==> src/rtl/cache_mem_arbiter.sv <==
// cache_mem_arbiter: serializes icache fill and dcache read/write requests
// onto a single-ported RAM. Data requests win by default. A starvation
// counter forces an instruction grant after STARVE_LIM consecutive data
// grants that were made while an instruction fetch was pending.
// Optional build macro: ARB_PERF_CNT_EN adds per-side completion counters
// on the icnt/dcnt outputs.
module cache_mem_arbiter #(
    parameter int WORD_W     = 32,
    parameter int STARVE_LIM = 4
) (
    input  logic              CLK,
    input  logic              nRST,
    input  logic              iREN,
    input  logic [WORD_W-1:0] iaddr,
    output logic              iwait,
    output logic [WORD_W-1:0] iload,
    input  logic              dREN,
    input  logic              dWEN,
    input  logic [WORD_W-1:0] daddr,
    input  logic [WORD_W-1:0] dstore,
    output logic              dwait,
    output logic [WORD_W-1:0] dload,
    output logic              ramREN,
    output logic              ramWEN,
    output logic [WORD_W-1:0] ramaddr,
    output logic [WORD_W-1:0] ramstore,
    input  logic [WORD_W-1:0] ramload,
    input  logic [1:0]        ramstate,
    output logic              ram_err
`ifdef ARB_PERF_CNT_EN
    ,
    output logic [31:0]       icnt,
    output logic [31:0]       dcnt
`endif
);

    typedef enum logic [1:0] {IDLE, GNT_I, GNT_D} state_t;

    localparam logic [1:0]        RAM_ACCESS = 2'd2;
    localparam logic [1:0]        RAM_ERROR  = 2'd3;
    localparam logic [WORD_W-1:0] ERR_WORD   = WORD_W'(32'hBAD1BAD1);
    localparam logic [3:0]        LIM        = 4'(STARVE_LIM);

    state_t            state, next_state;
    logic [WORD_W-1:0] lat_addr, lat_store;
    logic              lat_wen;
    logic [3:0]        starve_cnt;
    logic              grab_i, grab_d;
    logic              ram_done, ram_fail;

    // ERROR counts as a completion so a faulty RAM never hangs a requester
    assign ram_fail = (ramstate == RAM_ERROR);
    assign ram_done = (ramstate == RAM_ACCESS) || ram_fail;

    // State register; reset abandons any grant without a completion pulse
    always_ff @(posedge CLK or negedge nRST) begin
        if (!nRST) state <= IDLE;
        else       state <= next_state;
    end

    // Arbitration, RAM drive and completion pulses
    always_comb begin
        next_state = state;
        grab_i     = 1'b0;
        grab_d     = 1'b0;
        iwait      = 1'b1;
        dwait      = 1'b1;
        iload      = '0;
        dload      = '0;
        ramREN     = 1'b0;
        ramWEN     = 1'b0;
        ramaddr    = '0;
        ramstore   = '0;
        case (state)
            IDLE: begin
                if ((dREN || dWEN) && !(iREN && (starve_cnt == LIM))) begin
                    next_state = GNT_D;
                    grab_d     = 1'b1;
                end else if (iREN) begin
                    next_state = GNT_I;
                    grab_i     = 1'b1;
                end
            end
            GNT_I: begin
                ramREN  = 1'b1;
                ramaddr = lat_addr;
                if (ram_done) begin
                    iwait      = 1'b0;
                    iload      = ram_fail ? ERR_WORD : ramload;
                    next_state = IDLE;
                end
            end
            GNT_D: begin
                ramREN   = !lat_wen;
                ramWEN   = lat_wen;
                ramaddr  = lat_addr;
                ramstore = lat_store;
                if (ram_done) begin
                    dwait      = 1'b0;
                    dload      = ram_fail ? ERR_WORD : (lat_wen ? '0 : ramload);
                    next_state = IDLE;
                end
            end
            default: next_state = IDLE;
        endcase
    end

    // Capture the winning request so requester changes mid-grant are ignored
    always_ff @(posedge CLK) begin
        if (grab_d) begin
            lat_addr  <= daddr;
            lat_store <= dstore;
        end else if (grab_i) begin
            lat_addr  <= iaddr;
        end
    end

    // Write/read select for the data grant
    always_ff @(posedge CLK or negedge nRST) begin
        if (!nRST)       lat_wen <= 1'b0;
        else if (grab_d) lat_wen <= dWEN;
        else if (grab_i) lat_wen <= 1'b0;
    end

    // Consecutive data grants while a fetch waits; never exceeds LIM since
    // reaching it hands the next grant to the instruction side
    always_ff @(posedge CLK or negedge nRST) begin
        if (!nRST)       starve_cnt <= '0;
        else if (grab_d) starve_cnt <= iREN ? starve_cnt + 4'd1 : 4'd0;
        else if (grab_i) starve_cnt <= '0;
    end

    // Sticky RAM error flag, cleared only by reset
    always_ff @(posedge CLK or negedge nRST) begin
        if (!nRST)                              ram_err <= 1'b0;
        else if ((state != IDLE) && ram_fail)   ram_err <= 1'b1;
    end

`ifdef ARB_PERF_CNT_EN
    // Completed transactions per side, wrapping at 2^32
    always_ff @(posedge CLK or negedge nRST) begin
        if (!nRST) begin
            icnt <= '0;
            dcnt <= '0;
        end else begin
            if (!iwait) icnt <= icnt + 32'd1;
            if (!dwait) dcnt <= dcnt + 32'd1;
        end
    end
`endif

endmodule

==> config.mk <==
export PLATFORM = sky130hd
export DESIGN_NAME = cache_mem_arbiter
export DESIGN_NICKNAME = d
export VERILOG_FILES = /design/src/rtl/cache_mem_arbiter.sv
export SDC_FILE = /design/constraint.sdc
export NUM_CORES = 1
export LEC_CHECK = 0
export ABC_AREA = 1
export CORE_MARGIN = 5
export CORE_UTILIZATION = 33
export CTS_CLUSTER_SIZE = 16
export DETAILED_ROUTE_END_ITERATION = 10
export PLACE_DENSITY = 0.78
export SYNTH_ARGS = -nofsm -noshare
export SYNTH_HDL_FRONTEND = slang
export SYNTH_SLANG_ARGS = --single-unit
==> constraint.sdc <==
create_clock -name CLK -period 2.2 [get_ports CLK]
set_clock_uncertainty 0.2 [all_clocks]
set_input_delay 0.33 -clock CLK [delete_from_list [all_inputs] [get_ports CLK]]
set_output_delay 0.33 -clock CLK [all_outputs]
set_load 0.1 [all_outputs]
# After elaboration in Yosys (flattened, before gate mapping)

Cells that the tools add are included.

Add/subtract/negate cells: 1
Eq/ne operators: 7
Mux-type cells: 30
Reductions and logical operators: 12

Operators by type and width:

| operator                                              | count |
|---|---|
| 2-to-1 mux 32 bit                                     | 11 |
| 2-to-1 mux 4 bit                                      | 3 |
| 2-to-1 mux 1 bit                                      | 11 |
| equality test 2 bit, second input constant            | 3 |
| 2-to-1 mux 2 bit                                      | 3 |
| adder 4 x 1 -> 4 bit, second input constant           | 1 |
| equality test 4 x 3 -> 1 bit, second input constant   | 1 |
| case mux 2 bit (2 select lines)                       | 1 |
| nonzero test 2 bit                                    | 2 |
| logical AND 1 bit                                     | 3 |
| inequality test 3 bit, second input constant          | 1 |
| equality test 2 x 1 -> 1 bit, second input constant   | 1 |
| zero test 1 bit                                       | 2 |
| zero test 2 bit                                       | 1 |
| logical OR 1 bit                                      | 2 |
| inequality test 2 x 1 -> 1 bit, second input constant | 1 |
| case mux 1 bit (2 select lines)                       | 1 |
| AND reduction 2 bit                                   | 1 |
| OR reduction 2 bit                                    | 1 |

Register bits after elaboration: 72
Input port bits: 135

# Longest topological paths before layout

Word-level depth: 8
Depth in mapped cells: 9

# Least setup slack after synthesis

OpenSTA, ideal clock, no wires.

Path kind: reg-to-output
Start point: register state[0]
End point: output dload[13]
Arrival time: 3.006 ns
Required time: 1.670 ns
Path slack: -1.336 ns
Stages on the path, launching flop included: 8
Path buffers: 2
Cell sequence: dfrtp_1 -> inv_1 -> ha_1 -> buf_4 -> nand2_2 -> o21bai_4 -> buf_6 -> a21oi_1

Word-level cells in the longest chain between the ends: 2

Ends and longest elaborated chain:

| what                     | RTL line | RTL |
|---|---|---|
| start: declaration       | 44       | `state_t state, next_state;` |
| start signal: assignment | 58       | `else state <= next_state;` |
| equality test 2 bit      | 74       | `case (state)` |
| 2-to-1 mux 32 bit        | 74       |  |
| end: declaration         | 22       | `output logic [WORD_W-1:0] dload,` |

Every way passes these cells.

# Worst setup path after layout

Start point: register state[0]
End point: output dload[23]

The elaborated chain is that of the path after synthesis.

==> out/results.txt <==
Row count: 40
Max FO, Critical Path: 8
Die Ht: 120.0 um
Final setup fails: 122
Die Area: 14,390 um2
Post-Synth XOR/XNOR Area: 0.2195%
Post-synthesis mux area share: 0%
GRT Residual Overflow: 0
Crit-path slowest cell: dfrtp_1
CTS clk-pin slew, worst paths: 0.06 ns
Main combinational cell family by area after synthesis: simple AND/OR/NAND/NOR gates
Fmax: 0.4222 GHz
Iteration-0 DRC Markers: 191
Global-route wire length before repair: 24,830 um
GP Congestion: 0.8347
Outcome: finished with violations
Buf+Inv Stages, Crit Path: 3
Yosys reg bits: 72
WL/cell: 21.22 um
# DRC: 0
Average cell area after synthesis: 8.210 um2
Final Cycle Share: 107.7%
Top Ports: 268
Yosys cell types: 23
Htree depth: 3
Vias in the first global route: 4,597
Clk sinks: 72
Crit path DAT: 1.84 ns
Worst slew pin tran: 0.4337 ns
P&R area growth vs syn: 158.0%
Hold_buf cts: 0
Critical path type: reg2out
Final worst path period need: 2.369 ns
Startpoint types: flop
Worst rel slew slack: 71.09%
Clock Tree Buf Depth: 2
Finished Layout Cells: 932
Clock latency on the worst-skew pair: 0.33 ns
DRT Pass-1 Iters: 5
Post-synthesis simple-gate area fraction: 25.37%
CTS tree: yes
Initial antenna violation count: 1
WHS: 0.07666 ns
Post-Route Utilization: 86.43%
Sequential area share after synthesis: 53.18%
Most frequent CP cell: buf_12
Crit. End Element: output pin
Chip width: 120.0 um
Fin. Hold Viols: 0
Routing usage on met2: 43.80%
Commonest non-fill, non-tap cell in the layout: buf_12
Layout cells sized above 1: 51.79%
Synth Cell Area: 3990 um2
Remaining antenna violation count: 0
Slack of the critical path: -0.1685 ns
Syn Inst Count: 486
Final Max Tran Viols: 0
Synth Area in Compound Gates: 6.052%
Global routing's busiest layer: met2
GR met3 Demand/Resource: 6.927%
Overall Global Routing Usage: 22.24%
Fin nets: 919
CTS root buffer: clkbuf_16
DR vias: 4,714
Max Cap Viol: 0
Post-placement cell area: 8935 um2
Hold Crit Class: in2async
Port-buffer cells: 267
DP HPWL: 12,960 um
Delay-heaviest family, CP: buffers and inverters
RSZ-0062 raised after global routing: true
Syn Nets: 626
Crit path cell chain: inv_2 -> ha_4 -> nand2_8 -> o21bai_4 -> buf_12 -> a21oi_4 -> buf_12
Worst path max stage delay: 0.41 ns
Most frequent cells in the layout: 145 x buf_12, 134 x clkdlybuf4s50_1, 93 x nand2_1, 64 x edfxtp_1, 61 x nand2_4
Core area: 11,910 um2
Worst Path Required: 1.67 ns
M1 GR Usage: 21.07%
Vias/cell: 5.058
Violated checks: setup timing
Total number of yosys warnings: 0
DP Cell Count: 893
CTS buffer count: 9
Adder-cell share of the synthesized area: 1.568%
Final WL: 19,780 um
Fin area: 10,290 um2
Initial Util: 33.50%
Largest net degree at the start of global routing: 35
through the flow:
stage | setup TNS [ns] | setup slack (ns)
6_report | -10.43 | -0.1685
5_1_grt | -19.44 | -0.2304
4_1_cts | -9.152 | -0.1480
3_5_place_dp | -1.271 | -0.09469
3_3_place_gp | -0.7388 | -0.04522
2_1_floorplan | -11.16 | -0.5266
layer usage:
layer / share of wire (%) / vias up
met5: 0 / -
met4: 3.7 / 0
met3: 7.6 / 47
met2: 58 / 278
met1: 31 / 2268
li1: - / 2121
kinds of logic (layout without fill, tap and decap cells):
family,Yosys count,count (layout)
AO/OA/AOI/OAI,44,44
adder cells (fa/ha/maj),5,5
AND/OR/NAND/NOR,234,234
other,0,1
buffers and inverters,130,428
flip-flops,72,72
XOR/XNOR,1,1
sequential cells by signal, summed over array words and instances, names as in the netlist:
name / flops
lat_addr: 32
lat_store: 32
lat_wen: 1
ram_err: 1
starve_cnt: 4
state: 2
worst paths after layout:
path / depth (start not counted) / from / slack [ns] / to
worst max-delay path: 7 / state[0] / -0.17 / dload[23]
worst max register to register: 9 / state[1] / 0.27 / state[1]
min in group CLK: 1 / ram_err / 0.27 / ram_err
worst min-delay path: 1 / nRST / 0.08 / ram_err
max in group asynchronous: 1 / nRST / 1.45 / starve_cnt[0]
worst min register to register: 1 / ram_err / 0.27 / ram_err
cell usage after synthesis:
cell type / count / area (um2)
nand4_4: 1 / 21.27
inv_1: 97 / 364.1
buf_2: 14 / 70.07
nand3_1: 3 / 15.01
nand3_4: 1 / 17.52
a21oi_1: 36 / 180.2
ha_1: 5 / 62.56
a31o_2: 1 / 8.760
nor2_1: 31 / 116.4
o21bai_4: 1 / 18.77
nand3b_1: 1 / 7.510
clkbuf_1: 12 / 45.04
dfrtp_1: 8 / 200.2
nand2_1: 159 / 596.8
nand4_1: 36 / 225.2
a21oi_2: 1 / 8.760
nand2_2: 2 / 12.51
buf_6: 4 / 45.04
inv_2: 1 / 3.750
buf_4: 2 / 15.01
edfxtp_1: 64 / 1922
xnor2_1: 1 / 8.760
o21ai_0: 5 / 25.02
worst reg2reg max path: stages (launching register included):
cell     delay [ns]
dfrtp_1        0.43
inv_2          0.08
ha_4           0.38
buf_12         0.16
inv_2          0.05
nor2_1         0.15
inv_1          0.08
o21ai_0        0.13
nand2_1        0.10
nand2_1        0.08
final cells by class:
| type | count | area [um2] |
|---|---|---|
| Timing Repair Buffer | 314 | 4677 |
| Multi-Input combinational cell | 284 | 2469 |
| Sequential cell | 72 | 2122 |
| Fill cell | 508 | 1617 |
| Inverter | 98 | 551.8 |
| Clock buffer | 10 | 229.0 |
| Tap cell | 147 | 183.9 |
| Clock inverter | 6 | 60.06 |
| Antenna cell | 1 | 2.502 |
repair_timing:
item,4_1_cts,5_1_grt
setup endpoints to repair,108,131
setup buffers,2,10
resized for setup,20,212
pin swaps,2,56
cloned,1,9
Power is not shown: default switching activity piles up to over one toggle a cycle in this logic, so the estimate is an artifact.
